File: src/rtl/deb_pkg.sv
// deb_pkg: shared mode constants and counter-width helper for the multi-channel debouncer
package deb_pkg;
    localparam logic MODE_STRETCH  = 1'b0;
    localparam logic MODE_DEBOUNCE = 1'b1;
    function automatic int cnt_width(input int hold);
        return $clog2(hold + 1);
    endfunction
endpackage

File: src/rtl/deb_chan.sv
// deb_chan: one channel (synchroniser, hold/stability counter, out flop); ports clk rst in mode mode_chg -> out busy
module deb_chan import deb_pkg::*; #(
    parameter int HOLD_CYCLES = 80000000,
    parameter int SYNC_STAGES = 2,
    parameter int CNT_W       = cnt_width(HOLD_CYCLES)
) (
    input  logic clk,
    input  logic rst,
    input  logic in,
    input  logic mode,
    input  logic mode_chg,
    output logic out,
    output logic busy
);
    localparam logic [CNT_W-1:0] HOLD_V = CNT_W'(HOLD_CYCLES);
    localparam logic [CNT_W-1:0] LAST_V = CNT_W'(HOLD_CYCLES - 1);
    localparam logic [CNT_W-1:0] ONE    = CNT_W'(1);
    logic [SYNC_STAGES-1:0] sync_q, sync_d;
    logic [CNT_W-1:0]       cnt_q, cnt_d;
    logic                   out_q, out_d;
    logic                   s;
    assign s = sync_q[SYNC_STAGES-1];
    always_comb begin
        sync_d = {sync_q[SYNC_STAGES-2:0], in};
        cnt_d  = cnt_q;
        out_d  = out_q;
        if (mode_chg) begin
            cnt_d = '0;
        end else if (mode == MODE_STRETCH) begin
            if (s) begin
                out_d = 1'b1;
                cnt_d = HOLD_V;
            end else if (cnt_q == ONE) begin
                out_d = 1'b0;
                cnt_d = '0;
            end else if (cnt_q != '0) begin
                cnt_d = cnt_q - ONE;
            end
        end else begin
            if (s == out_q) begin
                cnt_d = '0;
            end else if (cnt_q == LAST_V) begin
                out_d = s;
                cnt_d = '0;
            end else begin
                cnt_d = cnt_q + ONE;
            end
        end
    end
    always_ff @(posedge clk) begin
        if (rst) begin
            sync_q <= '0;
            cnt_q  <= '0;
            out_q  <= 1'b0;
        end else begin
            sync_q <= sync_d;
            cnt_q  <= cnt_d;
            out_q  <= out_d;
        end
    end
    assign out  = out_q;
    assign busy = cnt_q != '0;
endmodule

File: src/rtl/deb_multi.sv
// deb_multi: CHANNELS-wide stretch/debounce conditioner; ports clk rst in mode -> out busy (+ rise fall with DEB_EDGE_PULSE_EN)
module deb_multi import deb_pkg::*; #(
    parameter int CHANNELS    = 4,
    parameter int HOLD_CYCLES = 80000000,
    parameter int SYNC_STAGES = 2
) (
    input  logic                clk,
    input  logic                rst,
    input  logic [CHANNELS-1:0] in,
    input  logic                mode,
    output logic [CHANNELS-1:0] out,
`ifdef DEB_EDGE_PULSE_EN
    output logic [CHANNELS-1:0] rise,
    output logic [CHANNELS-1:0] fall,
`endif
    output logic [CHANNELS-1:0] busy
);
    localparam int CNT_W = cnt_width(HOLD_CYCLES);
    logic mode_q, mode_d, mode_chg;
    assign mode_d   = mode;
    assign mode_chg = mode != mode_q;
    always_ff @(posedge clk) begin
        mode_q <= rst ? MODE_STRETCH : mode_d;
    end
    for (genvar i = 0; i < CHANNELS; i++) begin : g_chan
        deb_chan #(
            .HOLD_CYCLES(HOLD_CYCLES),
            .SYNC_STAGES(SYNC_STAGES),
            .CNT_W      (CNT_W)
        ) u_chan (
            .clk     (clk),
            .rst     (rst),
            .in      (in[i]),
            .mode    (mode),
            .mode_chg(mode_chg),
            .out     (out[i]),
            .busy    (busy[i])
        );
    end
`ifdef DEB_EDGE_PULSE_EN
    logic [CHANNELS-1:0] out_d_q;
    always_ff @(posedge clk) begin
        out_d_q <= rst ? '0 : out;
    end
    assign rise = out & ~out_d_q;
    assign fall = ~out & out_d_q;
`endif
endmodule
File: config.mk
export PLATFORM = sky130hd
export DESIGN_NAME = deb_multi
export DESIGN_NICKNAME = d
export VERILOG_FILES = /design/src/rtl/deb_pkg.sv /design/src/rtl/deb_chan.sv /design/src/rtl/deb_multi.sv
export SDC_FILE = /design/constraint.sdc
export NUM_CORES = 1
export LEC_CHECK = 0
export CAP_MARGIN = 10
export CORE_UTILIZATION = 55
export CTS_BUF_LIST = sky130_fd_sc_hd__clkbuf_4
export DETAILED_ROUTE_END_ITERATION = 12
export PLACE_DENSITY = 0.79
export SLEW_MARGIN = 30
export SYNTH_ARGS = -nofsm -noshare
export SYNTH_HDL_FRONTEND = slang
export SYNTH_SLANG_ARGS = --single-unit
File: constraint.sdc
create_clock -name clk -period 4.9 [get_ports clk]
set_input_delay 1.225 -clock clk [delete_from_list [all_inputs] [get_ports clk]]
set_output_delay 1.225 -clock clk [all_outputs]
set_load 0.03 [all_outputs]
==> run_results.csv, run 1 <==
group,metric,value,unit
status,status,"complete, no violations",
clock_tree,cts_resized,0,
clock_tree,cts.path.max_buffers,2,
worst_setup_path,crit_path_start_kind,"flop",
sta,timing.fmax,219,MHz
clock_tree,clkTransAtPathRegs,120,ps
floorplan,die_y,133,um
sta,period_share,93.2,%
synth,yosysSeqAreaShare,25.7,%
clock_tree,post-cts-setup-buffers,0,
min_path,min_path_type,"flop to flop",
placed_design,gp_congestion,0.939,
grt,grt_pass1_wl,43400,um
floorplan,ioPinCount,15,
clock_tree,clock_sinks,121,
routing,via_count,10000,
grt,overflow,0,
synth,synth_top_area_share,25.7,%
routing,drtPass1Iterations,8,
sta,worst_slew_pin_slew,1060,ps
final_layout,area_growth,4.45,%
grt,grt_use_total,29.6,%
pwr,finalPower,5380,uW
floorplan,placementRows,47,
worst_setup_path,worstRegToRegCells,8,
synth,ys_seq_elements,121,
worst_setup_path,r2r-start,"g_chan[0].u_chan.cnt_q[1]$_SDFFE_PP0P_",
sta,slew-limit-headroom,29.4,%
pwr,pwr-share-seq,27.7,%
pwr,leakage,0.00338,uW
floorplan,floorplan.initialDensity,56.6,%
sta,setup_tns,0,ps
clock_tree,clock_latency,560,ps
clock_tree,cts_buffers,17,
pwr,power.share.clock,15.5,%
worst_setup_path,crit_path_end,"busy[0]",
worst_setup_path,critPathKind,"flop to primary output",
worst_setup_path,critical_path_required,3670,ps
floorplan,core,16600,um^2
worst_setup_path,cp-startpoint,"g_chan[0].u_chan.cnt_q[1]$_SDFFE_PP0P_",
pwr,intPower,2780,uW
clock_tree,cts-htree-levels,4,
job,cap_violations,0,
synth,syn_area_per_cell,7.32,um^2
pwr,comb_power_share,56.8,%
synth,async_flop_share,0,%
placed_design,post-dp-hpwl,17600,um
synth,synth_area,9410,um^2
clock_tree,cts_hold_buf,0,
synth,synth_edf_count,0,
floorplan,die_x,133,um
sta,rsz0062_at_grt,"no",
worst_setup_path,cp-end-kind,"primary output",
grt,grt_pass1_vias,9056,
routing,wl,26300,um
synth,synth.distinct_cells,88,
worst_setup_path,arrival,3340,ps
synth,yosys.area.top_type,"dfxtp_1",
synth,syn_inst,1286,
pwr,powerDensity,547,nW/um^2
sta,fin_skew,18.5,ps
clock_tree,root_buffer,"clkbuf_4",
sta,final_hold_viol_count,0,
floorplan,dieArea,17600,um^2
pwr,p_sw,2600,uW
sta,period_needed,4570,ps
sta,slew_viol_final,0,
routing,drc_errors,0,
synth,yosysWarnings,0,
routing,drt_iter0_drc,1439,
routing,avgViaCountPerCell,6.88,
grt,antenna_found_initial,1,
routing,wl_per_cell,18.1,um
worst_setup_path,r2r-end,"g_chan[0].u_chan.cnt_q[7]$_SDFFE_PP0P_",
pwr,vdd_drop_max,0.286,mV
synth,synth_flop_cell,"dfxtp_1",
placed_design,portBuffers,14,
grt,grt_max_degree,24,
worst_setup_path,crit_path_max_fanout,9,
worst_setup_path,r2r_slack,1620,ps
clock_tree,cts_tree,"done",
synth,ys_top_cells_by_area,"dfxtp_1 (26%), nor2_1 (4.8%), xnor2_1 (4.6%)",
synth,syn_nets,1305,
pwr,netSwitchingFraction,48.3,%
final_layout,drive_gt1_share,9.16,%
sta,setup_viol,0,
final_layout,final_nets,1240,
routing,drtAntennaViolNets,0,
## synthesized netlist by cell type, drive strengths merged (6+ instances only)
cell	n
a211oi	16
a21oi	63
a221oi	17
a22oi	17
a311oi	7
a31oi	22
a32o	6
and3	21
and4	10
buf	35
clkbuf	86
dfxtp	121
ha	12
inv	25
nand2	107
nand2b	6
nand3	73
nand4	49
nor2	121
nor2b	11
nor3	80
nor3b	7
nor4	45
o211ai	7
o21ai	48
o221a	10
o22ai	20
o31a	6
o31ai	14
o32ai	9
or2	14
or3	20
or4	21
xnor2	49
xor2	33
## through the flow
step,hold WS [ps],worst slack [ps],util (%),cells,area (um^2)
after detailed placement,422,960,57.0,1422,9490
after CTS,443,340,59.0,1454,9820
final,432,334,59.1,1455,9830
after floorplan,414,1610,-,1286,9410
after global placement,414,1040,57.0,1422,9490
after global routing,463,182,59.1,1455,9830
## worst max-delay path, stage by stage (launching register included)
cell and delay [ps]:
dfxtp_1 410, inv_1 140, ha_1 330, or4b_2 630, nor4_2 310, nand2_1 280
clkdlybuf4s50_1 670
## cell usage in the layout (no fill, tap or decap), types with 15 or more instances in the layout
master    synthesis  layout
nor3_1           77      76
a22oi_1          17      17
nand2_1         106     106
o22ai_1          20      20
xor2_1           33      33
or3_1            19      19
nand4_1          49      49
a221oi_1         15      15
and3_1           21      21
a211oi_1         16      16
a31oi_1          22      19
inv_1            24      24
clkbuf_4          0      17
nor2_1          120     120
buf_4            10      23
a21oi_1          63      63
or4_1            20      20
xnor2_1          49      49
nor4_1           42      41
dfxtp_1         121     121
nand3_1          72      72
o21ai_0          44      44
## power by group through the flow
stage | registers [uW] | clock network [uW] | logic, uW
floorplan | 1270 | 0 | 2590
global placement | 1490 | 0 | 2940
detailed placement | 1490 | 0 | 2980
CTS | 1470 | 846 | 3000
global route | 1520 | 890 | 3360
finish | 1490 | 833 | 3060
## kinds of logic (layout without fill, tap and decap cells)
group	Yosys count	in the layout	share of synthesized area, %
AND/OR/NAND/NOR	605	605	33.9
multiplexers	3	3	0.319
adder cells (fa/ha/maj)	12	12	1.60
buffers and inverters	146	94	6.77
flip-flops	121	121	25.7
XOR/XNOR	82	82	7.63
AO/OA/AOI/OAI	317	317	24.1
other	0	1	0
## registers in the layout, summed over array words and instances, names as in the netlist
| name | cells |
|---|---|
| g_chan.u_chan.sync_q | 8 |
| g_chan.u_chan.out | 4 |
| g_chan.u_chan.cnt_q | 108 |
| mode_q | 1 |
## layout make-up
cell class	instances	area [um^2]
sequential	121	2420
clock inverter	15	200
timing repair buffer	37	313
multi-input combinational	1019	6400
tap	220	275
antenna	1	2.50
fill	1465	6810
clock buffer	17	128
inverter	25	93.8
## worst min-delay path by stage
stage                                     startpoint  depth (start not counted)                               endpoint
2_1_floorplan  g_chan[0].u_chan.sync_q[0]$_SDFF_PP0_                          1  g_chan[0].u_chan.sync_q[1]$_SDFF_PP0_
3_3_place_gp   g_chan[2].u_chan.sync_q[0]$_SDFF_PP0_                          1  g_chan[2].u_chan.sync_q[1]$_SDFF_PP0_
3_5_place_dp   g_chan[2].u_chan.sync_q[0]$_SDFF_PP0_                          1  g_chan[2].u_chan.sync_q[1]$_SDFF_PP0_
4_1_cts        g_chan[2].u_chan.sync_q[0]$_SDFF_PP0_                          1  g_chan[2].u_chan.sync_q[1]$_SDFF_PP0_
5_1_grt        g_chan[1].u_chan.sync_q[0]$_SDFF_PP0_                          1  g_chan[1].u_chan.sync_q[1]$_SDFF_PP0_
6_report       g_chan[2].u_chan.sync_q[0]$_SDFF_PP0_                          1  g_chan[2].u_chan.sync_q[1]$_SDFF_PP0_
## per-layer routing
layer | vias to the layer above | wire length (um) | GRT usage [%]
met3 | 89 | 2310 | 5.17
met1 | 4615 | 11400 | 39.0
met5 | - | 0 | 0
met2 | 584 | 11900 | 47.2
li1 | 4724 | - | -
met4 | 0 | 715 | 12.8
Note: power is estimated with default switching activity, not from simulation.
==> inputs of run 2 (changes only) <==
- CORE_UTILIZATION: 55 -> 45
- CTS_CLUSTER_SIZE: default -> 25
- PLACE_DENSITY: 0.79 -> 0.69
- SKIP_CTS_REPAIR_TIMING: default -> 1
==> run 2 against run 1 <==
Net effect:
- combinational power about the same
- flip-flop and latch count did not move
- fmax shrank 1.7%
- final area increased by 0.32%
- critical path type unchanged
- global-route usage down 4.2 points
==> run_results.csv, run 2 (synthesis results as in run 1) <==
group,metric,value,unit
worst_setup_path,arrival,3420,ps
clock_tree,clkTransAtPathRegs,120,ps
pwr,finalPower,5330,uW
job,cap_violations,0,
final_layout,largest_reg_flops,108,
min_path,whs_path_depth,1,
clock_tree,cts-htree-levels,4,
routing,wl,27200,um
floorplan,ioPinCount,15,
final_layout,final_nets,1239,
routing,avgViaCountPerCell,6.57,
worst_setup_path,crit_path_max_fanout,9,
final_layout,drive_gt1_share,8.92,%
worst_setup_path,critical_path_required,3670,ps
grt,overflow,0,
sta,setup_tns,0,ps
clock_tree,cts_tree,"done",
sta,period_share,94.8,%
sta,slew_viol_final,0,
final_layout,mostFrequentLayoutCell,"dfxtp_1",
routing,drtAntennaViolNets,0,
sta,timing.fmax,215,MHz
sta,fin_skew,22.4,ps
final_layout,design_area,9860,um^2
routing,via_count,9885,
placed_design,place_inst,1471,
status,status,"complete, no violations",
sta,slew-limit-headroom,35.4,%
floorplan,dieArea,21500,um^2
pwr,intPower,2710,uW
sta,hold_ws,455,ps
floorplan,floorplan.initialDensity,46.2,%
sta,setup_viol,0,
final_layout,fillers,1962,
min_path,hold_start,"g_chan[2].u_chan.sync_q[0]$_SDFF_PP0_",
routing,wl_per_cell,18.1,um
clock_tree,root_buffer,"clkbuf_4",
grt,antenna_found_initial,0,
floorplan,die_x,147,um
sta,period_needed,4640,ps
sta,worst_slew_pin_slew,960,ps
sta,rsz0062_at_grt,"no",
clock_tree,cts_buffers,17,
floorplan,core,20400,um^2
pwr,netSwitchingFraction,49.0,%
placed_design,gp_congestion,0.914,
routing,drt_iter0_drc,1172,
min_path,min_path_type,"flop to flop",
pwr,leakage,0.00336,uW
pwr,p_sw,2610,uW
worst_setup_path,worstRegToRegCells,7,
placed_design,portBuffers,14,
final_layout,area_growth,4.79,%
grt,grt_pass1_wl,45100,um
final_layout,final_cell_mix,"dfxtp_1 (121), nor2_1 (120), nand2_1 (106), nor3_1 (77), nand3_1 (72)",
grt,grt_use_total,25.3,%
worst_setup_path,r2r-start,"g_chan[1].u_chan.cnt_q[8]$_SDFFE_PP0P_",
routing,drtPass1Iterations,5,
placed_design,post-dp-hpwl,18400,um
grt,grt_pass1_vias,8913,
grt,grt_max_degree,26,
worst_setup_path,critPathKind,"flop to primary output",
worst_setup_path,cp-end-kind,"primary output",
pwr,powerDensity,540,nW/um^2
worst_setup_path,r2r_slack,1790,ps
worst_setup_path,r2r-end,"g_chan[1].u_chan.cnt_q[12]$_SDFFE_PP0P_",
clock_tree,cts.path.max_buffers,2,
placed_design,dpl_cell_area,9570,um^2
pwr,vdd_drop_max,0.216,mV
final_layout,instances_no_fill,1504,
final_layout,regMostFlops,"g_chan.u_chan.cnt_q",
min_path,hold_path_end,"g_chan[2].u_chan.sync_q[1]$_SDFF_PP0_",
pwr,comb_power_share,57.7,%
clock_tree,clock_latency,580,ps
sta,final_hold_viol_count,0,
floorplan,placementRows,52,
worst_setup_path,crit_path_start_kind,"flop",
floorplan,die_y,147,um
routing,drc_errors,0,
clock_tree,clock_sinks,121,
pwr,pwr-share-seq,27.9,%
pwr,power.share.clock,14.4,%
## run 2: worst max-delay path by stage
stage,startpoint,to,slack [ps],cells after the start
global placement,g_chan[0].u_chan.cnt_q[0]$_SDFFE_PP0P_,busy[0],970,6
floorplan,g_chan[3].u_chan.cnt_q[17]$_SDFFE_PP0P_,busy[3],1610,9
global route,g_chan[0].u_chan.cnt_q[1]$_SDFFE_PP0P_,busy[0],30,6
finish,g_chan[0].u_chan.cnt_q[1]$_SDFFE_PP0P_,busy[0],260,6
detailed placement,g_chan[0].u_chan.cnt_q[0]$_SDFFE_PP0P_,busy[0],910,6
CTS,g_chan[0].u_chan.cnt_q[0]$_SDFFE_PP0P_,busy[0],260,6
## run 2: power by group through the flow
| stage | Combinational, uW | Sequential, uW | Clock, uW |
|---|---|---|---|
| floorplan | 2590 | 1270 | 0 |
| global placement | 2990 | 1490 | 0 |
| detailed placement | 3000 | 1490 | 0 |
| CTS | 3020 | 1470 | 778 |
| global route | 3390 | 1520 | 822 |
| finish | 3080 | 1480 | 768 |
## run 2: worst max-delay path: stages (launching register included)
cell and delay (ps):
dfxtp_1 400, inv_1 120, ha_1 330, or4b_2 620, nor4_2 360, nand2_1 330, clkdlybuf4s50_1 680
## run 2: layout make-up
class	instances	area (um^2)	share of cell area, %
repair buffers	36	318	3.22
inverters	25	93.8	0.951
well taps	270	338	3.43
diodes	1	2.50	0.0254
clock inverters	15	159	1.61
clock buffers	17	128	1.29
flip-flops and latches	121	2420	24.6
multi-input cells	1019	6400	64.9
## run 2: metal layers
metal	GRT usage (%)	vias up	wire [um]
li1	-	4736	-
met3	5.06	58	2290
met1	34.9	4608	12300
met4	8.13	0	520
met5	0	-	0
met2	39.3	483	12100
## run 2: through the flow
step	setup WS (ps)	utilization, %
after floorplan	1610	-
after global placement	966	46.9
after detailed placement	907	47.0
after CTS	258	48.4
after global routing	32.5	48.4
final	257	48.4
